## src/rtl/keyboard_note_player_if.sv

```systemverilog
// Key-event bus from the PS/2 keycode recognizer into the note player.
interface keyboard_note_player_if;
  logic       keycode_ready;
  logic [7:0] keycode;
  logic       make;
  logic       ext;

  modport master (output keycode_ready, output keycode, output make, output ext);
  modport slave  (input  keycode_ready, input  keycode, input  make, input  ext);
endinterface

```

## src/rtl/keyboard_note_player.sv

```systemverilog
// Maps PS/2 key events to a square-wave half-period using a last-note-priority
// stack of held keys, an octave offset and a minimum audible note duration.
module keyboard_note_player #(
  parameter int unsigned STACK_DEPTH     = 4,
  parameter int unsigned MIN_HOLD_CYCLES = 2500000
) (
  input  logic                    clk,
  input  logic                    reset_n,
  keyboard_note_player_if.slave   kbd,
  output logic [19:0]             note,
  output logic                    gate,
  output logic [2:0]              stack_count,
  output logic signed [2:0]       octave
);

  localparam int unsigned CW = $clog2(STACK_DEPTH + 1);
  localparam int unsigned HW = (MIN_HOLD_CYCLES > 1) ? $clog2(MIN_HOLD_CYCLES) : 1;
  localparam logic [HW-1:0] HOLD_INIT = HW'(MIN_HOLD_CYCLES - 1);
  localparam logic [7:0] KEY_Z = 8'h1A;
  localparam logic [7:0] KEY_X = 8'h22;

  function automatic logic [19:0] base_of(input logic [7:0] code);
    case (code)
      8'h1C:   base_of = 20'd95555;
      8'h1B:   base_of = 20'd85131;
      8'h23:   base_of = 20'd75843;
      8'h2B:   base_of = 20'd71586;
      8'h34:   base_of = 20'd63776;
      8'h33:   base_of = 20'd56818;
      8'h3B:   base_of = 20'd50619;
      8'h42:   base_of = 20'd47778;
      default: base_of = 20'd0;
    endcase
  endfunction

  logic [7:0]        stk_q [STACK_DEPTH];
  logic [7:0]        stk_d [STACK_DEPTH];
  logic [CW-1:0]     cnt_q, cnt_d;
  logic signed [2:0] oct_d;
  logic              pushed_q, pushed_d;
  logic [HW-1:0]     hold_q, hold_dec;
  logic [19:0]       top_base, target;
  logic              is_note, found;
  int                idx, cnt_i;

  // Stack and octave update for one accepted key event.
  always_comb begin
    stk_d    = stk_q;
    cnt_d    = cnt_q;
    oct_d    = octave;
    pushed_d = 1'b0;
    found    = 1'b0;
    idx      = 0;
    cnt_i    = int'(cnt_q);
    is_note  = (base_of(kbd.keycode) != 20'd0);
    for (int i = 0; i < int'(STACK_DEPTH); i++) begin
      if (i < cnt_i && stk_q[i] == kbd.keycode) begin
        found = 1'b1;
        idx   = i;
      end
    end
    if (kbd.keycode_ready && !kbd.ext) begin
      if (is_note && kbd.make) begin
        if (!(found && idx == cnt_i - 1)) begin
          pushed_d = 1'b1;
          if (found) begin
            for (int i = 0; i < int'(STACK_DEPTH) - 1; i++)
              if (i >= idx && i < cnt_i - 1) stk_d[i] = stk_q[i+1];
            for (int i = 0; i < int'(STACK_DEPTH); i++)
              if (i == cnt_i - 1) stk_d[i] = kbd.keycode;
          end else if (cnt_i == int'(STACK_DEPTH)) begin
            // Full: oldest entry falls off the bottom.
            for (int i = 0; i < int'(STACK_DEPTH) - 1; i++) stk_d[i] = stk_q[i+1];
            stk_d[STACK_DEPTH-1] = kbd.keycode;
          end else begin
            for (int i = 0; i < int'(STACK_DEPTH); i++)
              if (i == cnt_i) stk_d[i] = kbd.keycode;
            cnt_d = cnt_q + CW'(1);
          end
        end
      end else if (is_note && found) begin
        for (int i = 0; i < int'(STACK_DEPTH) - 1; i++)
          if (i >= idx) stk_d[i] = stk_q[i+1];
        cnt_d = cnt_q - CW'(1);
      end else if (kbd.make && kbd.keycode == KEY_Z && octave != -3'sd2) begin
        oct_d = octave - 3'sd1;
      end else if (kbd.make && kbd.keycode == KEY_X && octave != 3'sd2) begin
        oct_d = octave + 3'sd1;
      end
    end
  end

  // Half-period of the newest held key, shifted by the octave offset.
  always_comb begin
    top_base = 20'd0;
    for (int i = 0; i < int'(STACK_DEPTH); i++)
      if (i + 1 == int'(cnt_q)) top_base = base_of(stk_q[i]);
    case (octave)
      3'b001:  target = top_base >> 1;
      3'b010:  target = top_base >> 2;
      3'b111:  target = top_base << 1;
      3'b110:  target = top_base << 2;
      default: target = top_base;
    endcase
    hold_dec = (hold_q != '0) ? hold_q - HW'(1) : hold_q;
  end

  always_ff @(posedge clk) begin
    if (!reset_n) begin
      for (int i = 0; i < int'(STACK_DEPTH); i++) stk_q[i] <= 8'h00;
      cnt_q    <= '0;
      octave   <= 3'sd0;
      pushed_q <= 1'b0;
      hold_q   <= '0;
      note     <= 20'd0;
      gate     <= 1'b0;
    end else begin
      stk_q    <= stk_d;
      cnt_q    <= cnt_d;
      octave   <= oct_d;
      pushed_q <= pushed_d;
      if (target != 20'd0 && target != note) begin
        note <= target;
        gate <= 1'b1;
        // Octave retune of a sounding note keeps the running hold.
        if (pushed_q || note == 20'd0) hold_q <= HOLD_INIT;
        else                           hold_q <= hold_dec;
      end else begin
        if (target == 20'd0 && hold_q == '0) begin
          note <= 20'd0;
          gate <= 1'b0;
        end
        hold_q <= hold_dec;
      end
    end
  end

  assign stack_count = 3'(cnt_q);

endmodule
```

## src/flat_wrapper.sv

```systemverilog
// flat-port wrapper written by rule: the top's interface ports become plain ports
module keyboard_note_player_flat 
#(
  parameter int unsigned STACK_DEPTH     = 4,
  parameter int unsigned MIN_HOLD_CYCLES = 2500000
)
  (clk, reset_n, note, gate, stack_count, octave, kbd_keycode_ready, kbd_keycode, kbd_make, kbd_ext);
  keyboard_note_player_if kbd_i ();
  input  logic clk;
  input  logic reset_n;
  output logic [19:0] note;
  output logic gate;
  output logic [2:0] stack_count;
  output logic signed [2:0] octave;
  input wire logic [$bits(kbd_i.keycode_ready)-1:0] kbd_keycode_ready;
  input wire logic [$bits(kbd_i.keycode)-1:0] kbd_keycode;
  input wire logic [$bits(kbd_i.make)-1:0] kbd_make;
  input wire logic [$bits(kbd_i.ext)-1:0] kbd_ext;
  assign kbd_i.keycode_ready = kbd_keycode_ready;
  assign kbd_i.keycode = kbd_keycode;
  assign kbd_i.make = kbd_make;
  assign kbd_i.ext = kbd_ext;
  keyboard_note_player #(.STACK_DEPTH(STACK_DEPTH), .MIN_HOLD_CYCLES(MIN_HOLD_CYCLES)) u_core (.clk(clk), .reset_n(reset_n), .kbd(kbd_i), .note(note), .gate(gate), .stack_count(stack_count), .octave(octave));
endmodule
```

## config.mk

```make
export PLATFORM = sky130hd
export DESIGN_NAME = keyboard_note_player_flat
export DESIGN_NICKNAME = d
export VERILOG_FILES = /design/src/rtl/keyboard_note_player_if.sv /design/src/rtl/keyboard_note_player.sv /design/src/flat_wrapper.sv
export SDC_FILE = /design/constraint.sdc
export NUM_CORES = 1
export LEC_CHECK = 0
export BUFFER_PORTS_ARGS = -buffer_cell sky130_fd_sc_hd__buf_2
export CORE_MARGIN = 2
export CORE_UTILIZATION = 60
export CTS_BUF_LIST = sky130_fd_sc_hd__clkbuf_4 sky130_fd_sc_hd__clkbuf_8
export CTS_CLUSTER_SIZE = 14
export DETAILED_ROUTE_END_ITERATION = 7
export PLACE_DENSITY = 0.76
export SLEW_MARGIN = 20
export SYNTH_ARGS = -nofsm -noshare
export SYNTH_HDL_FRONTEND = slang
export SYNTH_SLANG_ARGS = --single-unit
```

## constraint.sdc

```tcl
create_clock -name clk -period 5.5 [get_ports clk]
set_input_delay 0.275 -clock clk [delete_from_list [all_inputs] [get_ports clk]]
set_output_delay 0.275 -clock clk [all_outputs]
set_load 0.005 [all_outputs]
```

==> run summary <==
status - completed
dpl cells - 1,159
fmax - 201 MHz
drt drc - 0
Max FO, Critical Path - 12
CTS clock-pin slew for the worst setup and hold paths - 0.09 ns
first-pass GRT wire length - 39,500 um
vias per cell - 7.04
Primary FF master, synth - dfxtp_1
number of post-CTS setup repair buffers - 0
max-cap viol count - 0
Total GRT Usage - 34.9%
Final ANT Viol Nets - 0
post-synthesis sequential area ratio - 20.8%
grt ovf - 0
cts repair resizes - 0
Die X - 118 um
Yosys top cell by area - dfxtp_1
via count - 8,269
final net count - 1,020
leakage power - 3.03 nW
row cnt - 41
Slew @ Worst Pin - 1.05 ns
yosys warns - 0
final setup vio count - 0
Final GP Congestion - 1.12
wire per inst - 21.0 um
Slew HR - 29.7%
final hold slack - 0.286 ns
period utilization - 90.6%
Setup crit start kind - flop
Peak supply drop - 324 uV
Min-Delay Path Class - in2reg
post-synth cell types - 104
# IOs - 40
Core Region - 0.0127 mm^2
pin count of the biggest net entering global routing - 47
TritonCTS clock tree - built
RSZ-0062 raised after global routing - false
vias in the first global route - 7,296
# port buffers - 38
Worst Path Arrival - 5.25 ns
hold_buf cts - 0
#FFs+latches synth - 81
setup tns final - 0 ns
root buf cell - clkbuf_8
final max-slew violation count - 0
crit path time final - 4.98 ns
final HPWL from detailed placement - 18,100 um
clk_skew - 0.0157 ns
Final Hold Viols - 0
share of synthesized flip-flops with an asynchronous set or reset - 0%
post-synthesis cell count - 1,017
layout cell share with drive strength beyond 1 - 12.2%
R2R setup slack - 0.52 ns
H-tree levels - 3
first-pass detailed-route iteration total - 6
number of synthesized flops with an enable pin - 0
Critical Path Sink Type - flop
hold wc startpoint - kbd_ext
antenna cell count - 0
CTS Sinks - 81
Die ar. - 0.0140 mm^2
worst endpoint required time - 5.77 ns
Die Span Y - 118 um
Initial Utilization - 61.7%
crit path launch - u_core.stack_count[0]
Worst-Skew Late Latency - 0.41 ns
worst r2r src - u_core.stack_count[0]
initial antenna violation count - 0
Finished Layout Cells - 1,175
PwrDens - 210 mW/mm^2
net count after synthesis - 1,039
Num CTS Buffers - 9
CTS max path bufs - 2
Crit Path Class - reg2reg
Synth-to-Final Area Change - 3.91%
Mean Syn Cell Area - 7.68 um^2
top cells by area, synth - dfxtp_1, nand2_1, nor2_1
Iter 0 DRT Violations - 1,137
share of the synthesized area in the top cell type - 20.8%
Post-Route WL - 24,700 um
Synth Cell Area - 0.00781 mm^2
==> through the flow <==
step | power, mW | cell area, um^2 | setup WS (ns) | util, %
5_1_grt | 1.80 | 8120 | 0.354 | 64.1
6_report | 1.70 | 8120 | 0.518 | 64.1
2_1_floorplan | 1.15 | 7810 | 1.57 | -
3_5_place_dp | 1.22 | 7910 | 0.861 | 62.4
4_1_cts | 1.71 | 8120 | 0.849 | 64.1
3_3_place_gp | 1.21 | 7910 | 0.928 | 62.4
==> critical path, cell delays in order, from the launching register on <==
cell       delay (ns)
dfxtp_1          0.56
inv_1            0.17
ha_1             0.33
nor3b_2          0.50
nand4_1          0.31
a311oi_1         0.97
a22oi_1          0.21
o2111ai_1        0.19
nand4_1          0.15
a2111oi_2        0.43
nand4_2          0.23
o21ai_2          0.62
o22ai_2          0.17
==> logic make-up (layout without fill, tap and decap cells) <==
| group | Yosys count | in the layout | synth area share [%] |
|---|---|---|---|
| and+or+nand+nor | 412 | 412 | 28.9 |
| AOI/OAI and AO/OA | 319 | 319 | 31.6 |
| buffers and inverters | 101 | 87 | 5.97 |
| DFF | 81 | 81 | 20.8 |
| xor gates and xnor gates | 61 | 61 | 6.84 |
| muxes | 32 | 32 | 4.16 |
| adders and majority gates | 10 | 10 | 1.67 |
| other | 1 | 1 | 0.0480 |
==> registers in the layout, indices dropped and copies added, names as in the netlist <==
name                cells
u_core.hold_q          22
u_core.note            19
u_core.stack_count      3
u_core.stk_q           32
u_core.gate             1
u_core.octave           3
u_core.pushed_q         1
==> cell usage after synthesis, drive strengths merged, types with 22 or more instances <==
master  count
xnor2      33
a21oi      62
clkbuf     38
dfxtp      81
a32o       28
buf        39
mux2i      31
nor2       92
nand4      24
xor2       28
o22ai      24
nor3       25
nand2      93
o21ai      37
inv        22
==> cell usage in the layout (no fill, tap or decap), types with 19 or more instances in the layout <==
cell type | synthesis | routed
nand3_1 | 19 | 19
buf_2 | 25 | 38
a32o_1 | 28 | 28
nor3_1 | 25 | 25
xnor2_1 | 33 | 33
nor2_1 | 92 | 92
inv_1 | 22 | 22
dfxtp_1 | 81 | 81
nand2_1 | 92 | 92
nand4_1 | 23 | 23
o21ai_0 | 30 | 30
xor2_1 | 28 | 28
a21oi_1 | 61 | 61
mux2i_1 | 30 | 30
==> final cells by class <==
| class | count | area, um^2 |
|---|---|---|
| multi-input combinational | 835 | 5720 |
| fill | 1188 | 4550 |
| sequential | 81 | 1620 |
| timing repair buffer | 47 | 258 |
| tap | 172 | 215 |
| clock buffer | 9 | 124 |
| inverter | 24 | 90.1 |
| clock inverter | 7 | 85.1 |
==> worst paths after layout <==
check,to,cells past startpoint
worst min-delay path,u_core.pushed_q,4
worst max-delay path,u_core.note[3],12
worst min register to register,u_core.hold_q[5],2
worst max register to register,u_core.note[3],12
==> per-layer routing <==
layer | track usage (%) | vias up | share of wire, %
li1 | - | 3826 | -
met4 | 11.1 | 0 | 2.8
met2 | 50.3 | 468 | 42
met1 | 49.4 | 3898 | 44
met3 | 10.6 | 77 | 12
met5 | 0 | - | 0
==> where the power goes <==
part	internal, mW	total, mW	switching, mW	leakage (nW)
clock	0.218	0.481	0.263	0.0999
combinational	0.217	0.501	0.284	2.28
sequential	0.659	0.721	0.0627	0.655
total	1.09	1.70	0.610	3.03
Note: power is estimated with default switching activity, not from simulation.
